## config.mk

```make
export PLATFORM = sky130hd
export DESIGN_NAME = mem_arbiter
export DESIGN_NICKNAME = d
export VERILOG_FILES = /design/src/rtl/cpu_types_pkg.sv /design/src/rtl/mem_arbiter.sv
export SDC_FILE = /design/constraint.sdc
export NUM_CORES = 1
export LEC_CHECK = 0
export BUFFER_PORTS_ARGS = -buffer_cell sky130_fd_sc_hd__buf_2
export CORE_ASPECT_RATIO = 0.75
export CORE_UTILIZATION = 47
export CTS_CLUSTER_SIZE = 24
export DETAILED_ROUTE_END_ITERATION = 10
export PLACE_DENSITY = 0.8
export SKIP_CTS_REPAIR_TIMING = 1
export SLEW_MARGIN = 20
export SYNTH_ARGS = -nofsm -noshare
export SYNTH_HDL_FRONTEND = slang
export SYNTH_SLANG_ARGS = --single-unit
```

## constraint.sdc

```tcl
create_clock -name CLK -period 1.97 [get_ports CLK]
set_input_delay 0.394 -clock CLK [delete_from_list [all_inputs] [get_ports CLK]]
set_output_delay 0.394 -clock CLK [all_outputs]
set_load 0.01 [all_outputs]
```

## src/rtl/cpu_types_pkg.sv

```systemverilog
// Shared CPU types: machine word, RAM handshake state
// and the memory arbiter FSM state.
package cpu_types_pkg;

    localparam int WORD_W = 32;

    typedef logic [WORD_W-1:0] word_t;

    typedef enum logic [1:0] {
        FREE   = 2'd0,
        BUSY   = 2'd1,
        ACCESS = 2'd2,
        ERROR  = 2'd3
    } ramstate_t;

    typedef enum logic [2:0] {
        IDLE   = 3'd0,
        IFETCH = 3'd1,
        DREAD  = 3'd2,
        DWRITE = 3'd3,
        IDONE  = 3'd4,
        DDONE  = 3'd5
    } arb_state_t;

    function automatic logic is_access(input arb_state_t s);
        return (s == IFETCH) || (s == DREAD) || (s == DWRITE);
    endfunction

endpackage

```

## src/rtl/mem_arbiter.sv

```systemverilog
// Single-port RAM arbiter between instruction fetch and data access.
// Priority dWEN > dREN > iREN; accesses retry until RAM reports ACCESS.
module mem_arbiter
    import cpu_types_pkg::*;
(
    input  logic      CLK,
    input  logic      nRST,
    input  logic      iREN,
    input  word_t     iaddr,
    input  logic      dREN,
    input  logic      dWEN,
    input  word_t     daddr,
    input  word_t     dstore,
    output logic      ihit,
    output word_t     iload,
    output logic      dhit,
    output word_t     dload,
    output logic      ramREN,
    output logic      ramWEN,
    output word_t     ramaddr,
    output word_t     ramstore,
    input  word_t     ramload,
    input  ramstate_t ramstate
);

    arb_state_t state_q;
    arb_state_t state_d;
    word_t      addr_q;
    word_t      data_q;
    word_t      iload_q;
    word_t      dload_q;
    logic       ram_ok;

    assign ram_ok = (ramstate == ACCESS);

    always_ff @(posedge CLK) begin
        if (!nRST) begin
            state_q <= IDLE;
        end else begin
            state_q <= state_d;
        end
    end

    // Request is captured on leaving IDLE so the access is immune to input changes.
    always_ff @(posedge CLK) begin
        if (!nRST) begin
            addr_q <= '0;
            data_q <= '0;
        end else if (state_q == IDLE) begin
            if (dWEN) begin
                addr_q <= daddr;
                data_q <= dstore;
            end else if (dREN) begin
                addr_q <= daddr;
            end else if (iREN) begin
                addr_q <= iaddr;
            end
        end
    end

    always_ff @(posedge CLK) begin
        if (!nRST) begin
            iload_q <= '0;
            dload_q <= '0;
        end else if (ram_ok) begin
            if (state_q == IFETCH) begin
                iload_q <= ramload;
            end
            if (state_q == DREAD) begin
                dload_q <= ramload;
            end
        end
    end

    always_comb begin
        state_d = state_q;
        unique case (state_q)
            IDLE: begin
                if (dWEN) begin
                    state_d = DWRITE;
                end else if (dREN) begin
                    state_d = DREAD;
                end else if (iREN) begin
                    state_d = IFETCH;
                end
            end
            IFETCH: if (ram_ok) state_d = IDONE;
            DREAD:  if (ram_ok) state_d = DDONE;
            DWRITE: if (ram_ok) state_d = DDONE;
            IDONE:  state_d = IDLE;
            DDONE:  state_d = IDLE;
            default: state_d = IDLE;
        endcase
    end

    // Outputs are forced low whenever reset is asserted.
    always_comb begin
        ihit     = 1'b0;
        dhit     = 1'b0;
        ramREN   = 1'b0;
        ramWEN   = 1'b0;
        ramaddr  = '0;
        ramstore = '0;
        if (nRST) begin
            unique case (state_q)
                IFETCH, DREAD: begin
                    ramREN  = 1'b1;
                    ramaddr = addr_q;
                end
                DWRITE: begin
                    ramWEN   = 1'b1;
                    ramaddr  = addr_q;
                    ramstore = data_q;
                end
                IDONE: ihit = 1'b1;
                DDONE: dhit = 1'b1;
                default: ;
            endcase
        end
    end

    assign iload = iload_q;
    assign dload = dload_q;

endmodule
```

### Word-level counts from Yosys, hierarchy flattened

Index checks and enable logic that the tools add are counted.

* ROM bits: 0
* input bits: 135
* word-level logic and storage cells: 45
* flip-flop bits (word level): 131
* output and inout port bits: 132
* bits in latches: 0
* memories kept: 0
* bits in writable memories: 0

* div/mod/pow operators: 0
* reduce and logical (&&, ||, !) cells: 10
* eq/ne operators: 9
* $add $sub $neg: 0
* shifts and indexed selects: 0
* mux-type cells: 21
* bitwise logic cells: 0
* $mul: 0
* $lt $le $gt $ge: 0

Operators by type and width (number)
* $mux 32: 7
* $mux 3: 5
* $pmux 3 s3: 1
* $mux 1: 8
* $reduce_and 2->1: 4
* $eq 3x2->1 const B: 2
* $eq 3x3->1 const B: 2
* $ne 4x4->1 const B: 1
* $reduce_or 2->1: 2
* $eq 3x1->1 const B: 1
* $logic_not 3->1: 1
* $reduce_and 3->1: 1
* $reduce_bool 3->1: 1
* $reduce_or 3->1: 1
* $eq 2x2->1 const B: 1
* $ne 2x1->1 const B: 1
* $ne 2x2->1 const B: 1

### Longest topological paths before layout

Gate-level depths: netlist (run 1).

* depth in word-level cells: 4
* mapped depth: 7
* gate-level depth less buffers: 4

### Least setup slack after synthesis (run 1)

Ideal clock, no wire load.

* path type: register to output
* from: register state_q[0]
* to: output ramstore[10]
* data arrival time: 1.269 ns
* setup slack: 0.307 ns
* cell stages (with the launch flop): 6
* buffers on the path: 2
* cells stage by stage: dfxtp_1 > buf_2 > nand2_1 > nor2_1 > clkbuf_1 > and2_1

* word-level cells in the longest chain between the ends: 3

RTL lines
* from (decl): RTL line mem_arbiter.sv:26 `arb_state_t state_q;`
* from (signal assigned): RTL line mem_arbiter.sv:40 `state_q <= state_d;`
* $eq 3x2->1: RTL line mem_arbiter.sv:105 `unique case (state_q)`
* $mux 32: RTL line mem_arbiter.sv:105
* $mux 32: RTL line mem_arbiter.sv:104 `if (nRST) begin`
* to (decl): RTL line mem_arbiter.sv:21 `output word_t ramstore,`

No other way between the ends.

### Final worst setup path (run 1)

* from: register state_q[2]
* to: output ramstore[8]

The elaborated chain is that of the path after synthesis.

==> results.md, run 1 <==
* CTS root buf: clkbuf_16
* Synthesis-to-finish area growth at 43.6%
* Worst Hold Slack at 0.223 ns
* WHS Endpoint: data_q[9]
* Core Rows at 34
* Clk slew on worst S/H paths at 0.06 ns
* Tmin final at 1.94 ns
* R2R setup slack at 0.29 ns
* Largest net degree at the start of global routing at 54
* Fillers at 936
* Crit-path cells: nand2b_4 > nor2_4 > buf_12 > clkbuf_16 > and2_4 > buf_6
* Fmax at 0.514 GHz
* Critical path arrival at 1.55 ns
* Total vias in the final route at 5707
* Congestion Overflow GR at 0
* First-pass GRT wire length at 24600 µm
* Final Cycle Share at 98.7%
* Worst Setup Start Kind: register
* Max VDD drop at 597 µV
* Avg WL per Cell at 14.6 µm
* Vias per cell at 5.03
* Area of the multi-input gates at 0.00296 mm²
* CP Data Required Time at 1.58 ns
* Max-slew headroom at the worst pin at 70.0%
* Critical path type: register to output pin
* Metal2 WL at 8210 µm
* Die Ht at 98.4 µm
* Final cell count without fillers at 1134
* Netlist cell types at 33
* Worst-Margin Slew at 0.450 ns
* Metal3 WL at 930 µm
* Syn avg cell area at 8.28 µm²
* N_diodes at 0
* Worst r2r dst: addr_q[27]
* Fin nets at 1094
* CTS HTree Levels at 4
* Hold_sp: dstore[9]
* Status: finished clean
* Worst min-delay path class: input pin to register
* Leak Pwr at 4.02 nW
* Area share of the largest cell type after synthesis at 45.0%
* CP Max Fanout at 8
* First-pass DRT Iterations at 5
* Final HPWL DP at 10800 µm
* Number of CTS-inserted buffers at 17
* Initial Util at 49.2%
* Final Power at 8.17 mW
* Cell Pwr Density at 977 mW/mm²
* Max-Cap Viols at 0
* Post-Place Cells at 1091
* Initial antenna violation count at 0
* Sequential fraction of the synthesis area at 45.0%
* Syn_nets at 838
* Final Skew at 0.00582 ns
* Residual DRC at 0
* Delay of the slowest cell on the worst path at 0.35 ns
* CP max stage cell: dfxtp_4
* Global placement routability congestion at 0.849
* Clock tree sinks at 131
* Max Used Layer: met4
* Crit. End Element: output pin
* Worst R2R Path Depth at 6
* Detailed Route Iter0 Violations at 330
* Worst hold stages at 3
* Area leader, netlist: dfxtp_1
* Metal-1 WL at 7130 µm
* Proportion of layout cells with a drive suffix above 1 at 39.2%
* IO Count at 267
* Post-Syn Area at 0.00582 mm²
* Register Area at 0.00263 mm²
* CTS tree: yes
* Fin. Hold Viols at 0
* Final setup viols at 0
* Max-slew violations at 0
* Top cells by area, synth: dfxtp_1 (45%), nand2_1 (15%), and2_1 (7.0%), a21boi_1 (6.3%), a21boi_0 (6.1%)
* Routed Wire Length at 16600 µm
* Longest Clk Path Bufs at 2
* R2r startpoint: state_q[2]
* Syn. warnings at 0
* GRT Util Overall at 24.2%
* Clock latency on the worst-skew pair at 0.40 ns
* Die area at 0.0128 mm²
* CORE AREA at 0.0118 mm²
* Vias in the first global route at 5140
* Remaining antenna violation count at 0
* Unrepaired setup endpoints after global routing: true
* FF+latch count, synth at 131
* Die Wd at 131 µm
* Post-layout util at 70.7%
* IO buf count at 266
* Synthesized instance count at 703
[registers in the layout, summed over array words and instances (netlist names)]
name and cells:
iload 32, data_q 32, addr_q 32, state_q 3, dload 32
[cells by family after synthesis]
family                    share of synthesized area [%]
and+or+nand+nor                                    27.0
AOI/OAI and AO/OA                                  21.3
DFF                                                45.0
buffers and inverters                              6.38
xor gates and xnor gates                          0.150
muxes                                             0.172
[routing by layer]
metal  global-route usage (%)  vias to the layer above
met3                     6.74                       25
met5                        0                        -
met4                     8.93                        0
li1                         -                     2841
met2                     40.0                      190
met1                     29.8                     2651
[stage by stage]
step | setup WS, ns | cell area [µm²] | TNS, ns
CTS | -0.211 | 7850 | -9.57
detailed placement | 0.168 | 7230 | 0
finish | 0.0263 | 8360 | 0
global placement | 0.182 | 7230 | 0
global route | -0.0400 | 8360 | -1.01
floorplan | 0.307 | 5820 | 0
[layout make-up]
class	instances	area share [%]
Tap cell	162	2.42
Clock buffer	17	5.09
Inverter	1	0.0449
Multi-Input combinational cell	510	35.4
Sequential cell	131	31.5
Timing Repair Buffer	298	23.3
Clock inverter	15	2.30
[cell usage after synthesis, drive strengths merged]
cell type / number
o31a: 1
nand2: 226
o211a: 32
xnor2: 1
a21oi: 2
nor2: 6
nor3b: 1
or4b: 1
nor4bb: 1
buf: 32
nand2b: 3
inv: 1
nor4b: 1
o21bai: 1
dfxtp: 131
clkbuf: 29
or3: 1
a21boi: 96
nor3: 4
nand3b: 1
nand3: 32
and2: 65
mux2i: 1
o21ai: 34
[worst max-delay path, delay by kind of cell (launching register included)]
kind | cells | cell delay [ns]
AND/OR/NAND/NOR | 3 | 0.41
flip-flops | 1 | 0.35
buffers and inverters | 3 | 0.38
[power by group]
group | internal (mW) | switching (mW)
Sequential | 2.97 | 0.175
Combinational | 0.813 | 0.917
Clock | 2.03 | 1.26
[placed cells by master (no fill, tap or decap), drive strengths merged]
master | synthesis | layout
nand2 | 226 | 226
nor4b | 1 | 1
nand3b | 1 | 1
o21bai | 1 | 1
o211a | 32 | 32
nand2b | 3 | 3
a21boi | 96 | 96
xnor2 | 1 | 1
nor4bb | 1 | 1
clkinv | 0 | 4
buf | 32 | 294
nor3b | 1 | 1
or4b | 1 | 1
o31a | 1 | 1
or3 | 1 | 1
nor2 | 6 | 6
clkbuf | 29 | 21
bufinv | 0 | 3
and2 | 65 | 65
nor3 | 4 | 4
o21ai | 34 | 34
mux2i | 1 | 1
a21oi | 2 | 2
clkinvlp | 0 | 1
nand3 | 32 | 32
dfxtp | 131 | 131
inv | 1 | 8
[worst max path at each step]
stage                     from            to  slack [ns]  cells after the start
CTS                 state_q[0]   ramstore[0]       -0.21                      5
finish              state_q[2]   ramstore[8]        0.03                      6
floorplan           state_q[0]  ramstore[10]        0.31                      5
detailed placement        nRST          ihit        0.17                      4
global route        state_q[2]  ramstore[14]       -0.04                      6
global placement          nRST          ihit        0.18                      4
No activity file was read; power rests on OpenSTA's default activity.
==> run 2: changes to the inputs <==
==> constraint.sdc (replaced) <==
create_clock -name CLK -period 1.97 [get_ports CLK]
set_input_delay 0.2955 -clock CLK [delete_from_list [all_inputs] [get_ports CLK]]
set_output_delay 0.2955 -clock CLK [all_outputs]
set_load 0.01 [all_outputs]
==> results.md, run 2 (synthesized netlist as in run 1, its figures left out) <==
* Congestion Overflow GR at 0
* Remaining antenna violation count at 0
* IO Count at 267
* Final HPWL DP at 10700 µm
* Clock tree sinks at 131
* CTS HTree Levels at 4
* Status: finished clean
* CORE AREA at 0.0118 mm²
* Initial Util at 49.2%
* Max-slew violations at 0
* IO buf count at 266
* Fin. Hold Viols at 0
* Tmin final at 1.92 ns
* Worst min-delay path class: input pin to register
* Max-Cap Viols at 0
* Commonest non-fill, non-tap cell in the layout: buf_2
* Fin nets at 1086
* Largest net degree at the start of global routing at 66
* Setup TNS at 0 ns
* Final setup viols at 0
* Worst Hold Slack at 0.130 ns
* Max VDD drop at 645 µV
* Fmax at 0.521 GHz
* Clock latency on the worst-skew pair at 0.41 ns
* Worst-Margin Slew at 0.506 ns
* Core Rows at 34
* Synthesis-to-finish area growth at 36.7%
* Proportion of layout cells with a drive suffix above 1 at 34.9%
* Leak Pwr at 3.90 nW
* Fin area at 0.00796 mm²
* CP Data Required Time at 1.67 ns
* First-pass DRT Iterations at 4
* Fillers at 1027
* Worst Setup Start Kind: register
* Total vias in the final route at 5670
* Die Ht at 98.4 µm
* CP Max Fanout at 16
* GRT Util Overall at 24.4%
* N_diodes at 0
* CTS tree: yes
* Final Skew at 0.00750 ns
* Initial antenna violation count at 0
* DP Area at 0.00718 mm²
* Post-layout util at 67.3%
* Vias in the first global route at 5058
* Detailed Route Iter0 Violations at 329
* Critical path type: register to output pin
* Avg WL per Cell at 14.4 µm
* CTS root buf: clkbuf_16
* Longest Clk Path Bufs at 2
* Die area at 0.0128 mm²
* Global placement routability congestion at 0.851
* Commonest non-fill, non-tap cells in the layout: buf_2 (264), nand2_1 (225), dfxtp_1 (128)
* Final Cycle Share at 97.4%
* Final Power at 7.95 mW
* Max-slew headroom at the worst pin at 66.3%
* Number of CTS-inserted buffers at 17
* Die Wd at 131 µm
* Vias per cell at 5.04
* Residual DRC at 0
* Routed Wire Length at 16200 µm
* First-pass GRT wire length at 24600 µm
* Crit. End Element: output pin
* Clk slew on worst S/H paths at 0.06 ns
* Critical path arrival at 1.62 ns
* Cell Pwr Density at 998 mW/mm²
-- run 2: path summary, 6_finish.rpt --
path | startpoint | end | slack, ns | depth (start not counted)
worst max-delay path | state_q[2] | ramstore[31] | 0.05 | 6
worst max register to register | state_q[1] | addr_q[28] | 0.33 | 6
worst min register to register | data_q[7] | data_q[7] | 0.45 | 2
worst min-delay path | ramload[22] | iload[22] | 0.13 | 3
-- run 2: final cells by class --
cell class | count | area (µm²) | area share [%]
clock inverter | 15 | 183 | 2.29
clock buffer | 17 | 425 | 5.34
sequential | 131 | 2630 | 33.0
tap | 162 | 203 | 2.55
inverter | 1 | 3.75 | 0.0471
timing repair buffer | 290 | 1650 | 20.8
multi-input combinational | 510 | 2860 | 36.0
-- run 2: per-layer routing --
metal | GRT usage, % | up-vias | share of wire, %
li1 | - | 2822 | -
met1 | 29.7 | 2606 | 43
met2 | 40.0 | 207 | 48
met3 | 7.12 | 35 | 6.6
met4 | 9.99 | 0 | 2.3
met5 | 0 | - | 0
-- run 2: per-stage QoR --
step / setup slack [ns] / instances
after floorplan: 0.406 / 703
after global placement: 0.312 / 1087
after detailed placement: 0.283 / 1087
after CTS: -0.103 / 1119
after global routing: -0.0197 / 1126
final: 0.0522 / 1126
-- run 2: power breakdown --
group | total (mW) | internal (mW) | switching, mW
registers | 3.14 | 2.97 | 0.168
logic | 1.59 | 0.710 | 0.880
clock network | 3.22 | 2.00 | 1.22
total | 7.95 | 5.68 | 2.26
-- run 2: worst max-delay path, cell delays in order (launching register included) --
cell and delay [ns]:
dfxtp_4 0.37, nand2b_4 0.17, nor2_4 0.13, buf_12 0.13, clkbuf_16 0.16, and2_1 0.13
buf_2 0.13
